--- config.mk ---
export PLATFORM = sky130hd
export DESIGN_NAME = sram_timing_monitor
export DESIGN_NICKNAME = d
export VERILOG_FILES = /design/src/rtl/sram_mon_pkg.sv /design/src/rtl/sram_stable_counter.sv /design/src/rtl/sram_timing_monitor.sv
export SDC_FILE = /design/constraint.sdc
export NUM_CORES = 1
export LEC_CHECK = 0
export CAP_MARGIN = 10
export CORE_MARGIN = 2
export CORE_UTILIZATION = 49
export CTS_CLUSTER_SIZE = 16
export DETAILED_ROUTE_END_ITERATION = 8
export GPL_TIMING_DRIVEN = 0
export MAX_ROUTING_LAYER = met4
export PLACE_DENSITY = 0.83
export RECOVER_POWER = 50
export SYNTH_ARGS = -nofsm -noshare
export SYNTH_HDL_FRONTEND = slang
export SYNTH_SLANG_ARGS = --single-unit
--- constraint.sdc ---
create_clock -name i_clk -period 2.54 [get_ports i_clk]
set_clock_uncertainty 0.1 [all_clocks]
set_input_delay 0.508 -clock i_clk [delete_from_list [all_inputs] [get_ports i_clk]]
set_output_delay 0.508 -clock i_clk [all_outputs]
set_load 0.1 [all_outputs]
--- src/rtl/sram_mon_pkg.sv ---
// Shared types and constants for the asynchronous SRAM bus timing monitor.
// Error-bit indices double as the priority order for first-error capture.
package sram_mon_pkg;

  typedef enum logic [1:0] {
    IDLE,
    READ,
    WRITE,
    RECOVER
  } state_t;

  localparam int NERR   = 8;
  localparam int E_RC   = 0;
  localparam int E_AS   = 1;
  localparam int E_ADDR = 2;
  localparam int E_PWE  = 3;
  localparam int E_SD   = 4;
  localparam int E_HD   = 5;
  localparam int E_WC   = 6;
  localparam int E_BE   = 7;

  function automatic logic [2:0] lowest_set(input logic [NERR-1:0] v);
    logic [2:0] idx;
    idx = '0;
    for (int i = NERR - 1; i >= 0; i--) begin
      if (v[i]) idx = 3'(i);
    end
    return idx;
  endfunction

endpackage

--- src/rtl/sram_stable_counter.sv ---
// Change detector plus saturating stability counter for one sampled bus field.
// o_stable is the stability of the current sample: 0 when it differs from the previous one.
module sram_stable_counter #(
  parameter int W  = 1,
  parameter int CW = 5
) (
  input  logic          i_clk,
  input  logic          i_reset_n,
  input  logic [W-1:0]  i_value,
  output logic          o_changed,
  output logic [CW-1:0] o_stable
);

  logic [W-1:0]  prev_q;
  logic [CW-1:0] count_q;

  assign o_changed = (i_value != prev_q);
  assign o_stable  = o_changed ? '0 : ((&count_q) ? count_q : count_q + 1'b1);

  always_ff @(posedge i_clk or negedge i_reset_n) begin
    if (!i_reset_n) begin
      prev_q  <= '0;
      count_q <= '0;
    end else begin
      prev_q  <= i_value;
      count_q <= o_stable;
    end
  end

endmodule

--- src/rtl/sram_timing_monitor.sv ---
// Passive timing monitor for an asynchronous SRAM bus: phase FSM, timing-rule checks,
// sticky error flags, saturating violation count and first-error capture. DW must be a multiple of 8.
module sram_timing_monitor
  import sram_mon_pkg::*;
#(
  parameter int AW     = 16,
  parameter int DW     = 16,
  parameter int NB     = DW / 8,
  parameter int CW     = 5,
  parameter int ERRW   = 16,
  parameter int CK_AA  = 2,
  parameter int CK_RC  = 2,
  parameter int CK_AS  = 1,
  parameter int CK_PWE = 1,
  parameter int CK_SD  = 1,
  parameter int CK_HD  = 0,
  parameter int CK_WC  = 2
) (
  input  logic            i_clk,
  input  logic            i_reset_n,
  input  logic            i_clear,
  input  logic            i_ce_n,
  input  logic            i_oe_n,
  input  logic            i_we_n,
  input  logic [NB-1:0]   i_be_n,
  input  logic [AW-1:0]   i_addr,
  input  logic [DW-1:0]   i_data,
  output logic            o_rd_valid,
  output logic [7:0]      o_err,
  output logic [ERRW-1:0] o_err_count,
  output logic [2:0]      o_first_err,
  output logic            o_first_valid
);

  logic          addr_chg, data_chg, ctrl_chg;
  logic [CW-1:0] addr_stab, data_stab, ctrl_stab;

  sram_stable_counter #(.W(AW + NB), .CW(CW)) u_addr_stab (
    .i_clk     (i_clk),
    .i_reset_n (i_reset_n),
    .i_value   ({i_addr, i_be_n}),
    .o_changed (addr_chg),
    .o_stable  (addr_stab)
  );

  sram_stable_counter #(.W(DW), .CW(CW)) u_data_stab (
    .i_clk     (i_clk),
    .i_reset_n (i_reset_n),
    .i_value   (i_data),
    .o_changed (data_chg),
    .o_stable  (data_stab)
  );

  sram_stable_counter #(.W(3), .CW(CW)) u_ctrl_stab (
    .i_clk     (i_clk),
    .i_reset_n (i_reset_n),
    .i_value   ({i_ce_n, i_oe_n, i_we_n}),
    .o_changed (ctrl_chg),
    .o_stable  (ctrl_stab)
  );

  state_t        state_q, state_d, idle_next;
  logic [CW-1:0] phase_q, phase_d, wc_q;
  logic          prev_we_n_q, seen_write_q;
  logic          we_fall, entering_write, leaving_write;
  logic [NERR-1:0] err_vec;
  int            phase_i, wc_i;

  assign we_fall = prev_we_n_q && !i_we_n;
  assign phase_i = int'(phase_q);
  assign wc_i    = int'(wc_q);

  always_comb begin
    idle_next = IDLE;
    state_d   = state_q;
    if (!i_ce_n) idle_next = i_we_n ? READ : WRITE;
    case (state_q)
      IDLE:    state_d = idle_next;
      READ: begin
        if (i_ce_n)      state_d = IDLE;
        else if (!i_we_n) state_d = WRITE;
      end
      WRITE:   if (i_we_n || i_ce_n) state_d = RECOVER;
      RECOVER: begin
        if (phase_i >= CK_HD)          state_d = idle_next;
        else if (we_fall && !i_ce_n)   state_d = WRITE;
      end
      default: state_d = IDLE;
    endcase
  end

  // Phase restarts on every state change and, while idle or reading, on each address change.
  always_comb begin
    phase_d = (&phase_q) ? phase_q : phase_q + 1'b1;
    if (state_d != state_q) phase_d = '0;
    else if ((state_q == IDLE || state_q == READ) && addr_chg) phase_d = '0;
  end

  always_comb begin
    entering_write = (state_d == WRITE) && (state_q != WRITE);
    leaving_write  = (state_q == WRITE) && (state_d != WRITE);
    err_vec         = '0;
    err_vec[E_RC]   = (state_q == READ) && addr_chg && (phase_i < CK_RC);
    err_vec[E_AS]   = entering_write && (int'(addr_stab) < CK_AS);
    err_vec[E_ADDR] = (state_q == WRITE) && addr_chg;
    err_vec[E_PWE]  = leaving_write && (phase_i + 1 < CK_PWE);
    err_vec[E_SD]   = leaving_write && (int'(data_stab) < CK_SD);
    err_vec[E_HD]   = (state_q == RECOVER) && data_chg && (phase_i < CK_HD);
    err_vec[E_WC]   = entering_write && (state_q == RECOVER || state_q == READ)
                      && seen_write_q && (wc_i < CK_WC);
    err_vec[E_BE]   = (state_q == WRITE) && (&i_be_n);
  end

  always_ff @(posedge i_clk or negedge i_reset_n) begin
    if (!i_reset_n) begin
      state_q      <= IDLE;
      phase_q      <= '0;
      wc_q         <= '0;
      prev_we_n_q  <= 1'b1;
      seen_write_q <= 1'b0;
    end else begin
      state_q     <= state_d;
      phase_q     <= phase_d;
      wc_q        <= we_fall ? '0 : ((&wc_q) ? wc_q : wc_q + 1'b1);
      prev_we_n_q <= i_we_n;
      if (entering_write) seen_write_q <= 1'b1;
    end
  end

  // Clear acts first so a violation in the same sample is recorded into the fresh state.
  logic [7:0]      err_d;
  logic [ERRW-1:0] count_d;
  logic [2:0]      first_err_d;
  logic            first_valid_d, rd_valid_d;

  always_comb begin
    err_d         = i_clear ? '0 : o_err;
    count_d       = i_clear ? '0 : o_err_count;
    first_valid_d = i_clear ? 1'b0 : o_first_valid;
    first_err_d   = o_first_err;
    err_d         = err_d | err_vec;
    if (|err_vec) begin
      if (!(&count_d)) count_d = count_d + 1'b1;
      if (!first_valid_d) begin
        first_err_d   = lowest_set(err_vec);
        first_valid_d = 1'b1;
      end
    end
    rd_valid_d = (state_q == READ) && !i_ce_n && !i_oe_n && i_we_n && !(&i_be_n)
                 && (int'(addr_stab) >= CK_AA) && (int'(ctrl_stab) >= CK_AA);
  end

  always_ff @(posedge i_clk or negedge i_reset_n) begin
    if (!i_reset_n) begin
      o_rd_valid    <= 1'b0;
      o_err         <= '0;
      o_err_count   <= '0;
      o_first_err   <= '0;
      o_first_valid <= 1'b0;
    end else begin
      o_rd_valid    <= rd_valid_d;
      o_err         <= err_d;
      o_err_count   <= count_d;
      o_first_err   <= first_err_d;
      o_first_valid <= first_valid_d;
    end
  end

endmodule

==> impl_metrics.toml <==
[outcome]
outcome = "finished, violations left"
failed_checks = "negative setup slack"

[setup_path]
critical-path-slowest-cell = "dlygate4sd3_1"
r2r-start = "state_q[0]$_DFF_PN0_"
cp_cell_sequence = "dlygate4sd3_1 > xnor2_1 > nand4_1 > nor3_4 > a31o_1 > and4b_1 > buf_6 > buf_8 > buf_6 > buf_6 > nor2_4 > xnor2_1"
cp-start-kind = "primary input"
worstPathMaxFanout = 8
r2r_cells = 10
endpoint_kind = "flop"
arrival_ps = 2750
required_ps = 2690
max_stage_delay_ps = 570
crit_top_cell = "buf_6"
critPathKind = "primary input to flop"
worstReg2RegEnd = "o_err_count[1]$_DFF_PN0_"
ff2ff_setup_slack_ps = -50

[route]
antenna_left = 0
drt_iter0_markers = 216
drc = 0
drt_wl_total_um = 10500
viasPerCell = 5.62
routedWlPerCell_um = 16.9
vias = 3497
dr.pass1.iters = 5

[floorplanning]
io_pins = 69
die_x_um = 98.9
initial_utilization_pct = 50.6
coreArea_mm2 = 0.00872
rows = 34
die_area_mm2 = 0.00978
die_h_um = 98.9

[global_route]
grt_pass1_wl_um = 16700
grt_pass1_vias = 3431
grt_max_degree = 64
antenna_found_initial = 0
grt_usage_pct = 21.8
overflow = 0

[power]
pwr-share-clk_pct = 20.3
power_density_mw_per_mm2 = 819
peakVddDrop_uv = 501
p_comb_share_pct = 43.0
p_sw_share_pct = 39.8
seqPwrFrac_pct = 36.7
internal-power_mw = 2.93
switchingPower_mw = 1.94
power.static_leakage_nw = 2.65

[min_path]
whs_path_depth = 1
hp-class = "primary input to flop"
min_from = "i_data[13]"
hold-path-endpoint = "u_data_stab.prev_q[13]$_DFF_PN0_"

[yosys]
netlist_instances = 406
synth-main-ff-cell = "dfrtp_1"
synth_nets = 458
ys_seq_area_share_pct = 53.3
ys_ff_latch = 94
yosys.area.top_type = "dfrtp_1"
synth_cell_types = 53
async_flop_share_pct = 100
syn_area_mm2 = 0.00441
synth_top_area_share_pct = 52.7
ys_top_cells_by_area = "dfrtp_1, xnor2_1, xor2_1"
synth_edf_count = 0
synth_warnings = 0
post_synth.cell_area_avg_um2 = 10.9

[finish]
multi_input_comb_area_mm2 = 0.00220
seq_area_mm2 = 0.00237
antennaDiodeCount = 0
final_area_mm2 = 0.00594
syn2layout_area_growth_pct = 34.6
num-fill-cells = 579
layout-drive-gt1-share_pct = 20.6
finalNetCount = 562

[clock_network]
cts.sinks = 94
cts_root_buf = "clkbuf_8"
cts_buffers = 9
clkTransAtPathRegs_ps = 90
h-tree-depth = 3
clockBufferDepth = 2
clk_latency_ps = 360
cts_tree = "built"

[sta]
rsz0062_at_grt = "true"
min_period_ps = 2600
finalWorstSetupSlack_ps = -60.8
slew_headroom_pct = 33.6
worst_pin_slew_ps = 993
finalSetupViolations = 11
fmax_ghz = 0.384
slew_violations = 0
hold-worst-slack_ps = 330
hold_viol_final = 0
timing.final.crit_share_pct = 102

[job]
maxCapViolCount = 0

[place]
portBuffers = 67
dpl.hpwl_um = 6830
placed_cell_area_mm2 = 0.00526
globalplace.congestion = 0.910
power by group through the flow:
stage	sequential, mW	combinational (mW)	clock [mW]
after global routing	1.81	2.21	1.07
after floorplan	2.35	0.685	0
final	1.79	2.09	0.989
after detailed placement	1.83	1.68	0
after global placement	1.82	1.64	0
after CTS	1.78	1.86	1.01
cell usage after synthesis, drive strengths merged, types with 3 or more instances:
library cell   n
o21ai         23
ha            12
and3           5
xor2          25
nand4         13
nand2b        12
or3            6
inv           12
clkbuf         5
mux2           3
xnor2         32
nor4           8
nor3b          3
a31oi          5
nor2b         13
buf            9
nor3           6
dfrtp         93
mux2i          7
nor2          31
a21oi         19
nand3         10
or2            3
and2           5
o31ai          3
nand2         19
through the flow:
step | power [mW] | util, % | TNS [ps] | cells | setup WS, ps
2_1_floorplan | 3.04 | - | -28.8 | 406 | -17.8
3_3_place_gp | 3.46 | 60.1 | -248830 | 581 | -3120
3_5_place_dp | 3.51 | 60.4 | -14370 | 582 | -931
4_1_cts | 4.65 | 65.7 | -28.9 | 613 | -12.8
5_1_grt | 5.09 | 68.1 | -2270 | 622 | -182
6_report | 4.87 | 68.1 | -354 | 622 | -60.8
cell type report:
type | count | share of cell area, %
buffer | 14 | 1.68
timing repair buffer | 93 | 15.2
inverter | 12 | 0.758
multi-input combinational | 286 | 37.0
clock inverter | 3 | 0.758
sequential | 94 | 39.9
tap | 108 | 2.27
clock buffer | 12 | 2.44
how the worst max path moves through the flow:
| stage | end | from | slack (ps) | depth (start not counted) |
|---|---|---|---|---|
| 2_1_floorplan | o_err_count[9]$_DFF_PN0_ | phase_q[1]$_DFFE_PN0P_ | -20 | 10 |
| 3_5_place_dp | o_rd_valid$_DFF_PN0_ | i_be_n[1] | -930 | 8 |
| 6_report | o_err_count[2]$_DFF_PN0_ | i_addr[11] | -60 | 12 |
| 3_3_place_gp | o_err_count[1]$_DFF_PN0_ | i_reset_n | -3120 | 1 |
| 4_1_cts | o_err_count[9]$_DFF_PN0_ | phase_q[0]$_DFFE_PN0P_ | -10 | 10 |
| 5_1_grt | o_err_count[8]$_DFF_PN0_ | state_q[1]$_DFF_PN0_ | -180 | 10 |
critical path: cells and delay by family:
kind,cells,cell delay [ps]
buffers and inverters,5,1090
AOI/OAI and AO/OA,1,220
and+or+nand+nor,4,660
xor gates and xnor gates,2,270
layer usage:
metal | track usage (%) | up-vias | routed length, µm
met3 | 3.62 | 24 | 484
met2 | 35.3 | 104 | 5330
met1 | 28.5 | 1756 | 4510
met4 | 6.74 | 0 | 209
li1 | - | 1613 | -
met5 | - | - | 0
state kept, by name, summed over array words and instances, names as in the netlist:
signal	cells
u_addr_stab.count_q	5
o_err	7
o_first_err	3
o_rd_valid	1
u_data_stab.prev_q	16
prev_we_n_q	1
u_ctrl_stab.count_q	5
seen_write_q	1
u_data_stab.count_q	5
o_first_valid	1
o_err_count	16
phase_q	5
u_ctrl_stab.prev_q	3
state_q	2
wc_q	5
u_addr_stab.prev_q	18
what timing repair did:
item | 4_1_cts | 5_1_grt
buffers inserted | 15 | 8
endpoints found under the hold margin | 15 | 0
endpoints found under the setup margin | 27 | 32
gates cloned | 0 | 1
pin swaps | 15 | 24
resized for setup | 47 | 63
hold buffers | 1 | 0
kinds of logic (layout without fill, tap and decap cells):
kind of cell | after synthesis | after routing | synth area share, %
flip-flops | 94 | 94 | 53.3
AND/OR/NAND/NOR | 144 | 144 | 18.1
buffers and inverters | 26 | 134 | 2.89
adder cells (fa/ha/maj) | 12 | 12 | 3.40
multiplexers | 10 | 10 | 2.35
AO/OA/AOI/OAI | 62 | 62 | 8.53
XOR/XNOR | 57 | 57 | 11.3
other | 1 | 1 | 0.0850
placed cells by master, fill, tap and decap left out, types with 9 or more instances in the layout:
| master | instances |
|---|---|
| clkbuf_8 | 10 |
| clkdlybuf4s50_1 | 22 |
| ha_1 | 9 |
| inv_1 | 11 |
| nor2b_1 | 10 |
| nand4_1 | 13 |
| nor2_1 | 28 |
| a21oi_1 | 14 |
| dlymetal6s2s_1 | 10 |
| dfrtp_1 | 83 |
| dlygate4sd2_1 | 9 |
| nand2b_1 | 11 |
| o21ai_0 | 15 |
| clkdlybuf4s25_1 | 19 |
| buf_4 | 25 |
| nand2_1 | 18 |
| nand3_1 | 10 |
| xor2_1 | 25 |
| xnor2_1 | 30 |
Power figures use the tool's default switching activity.
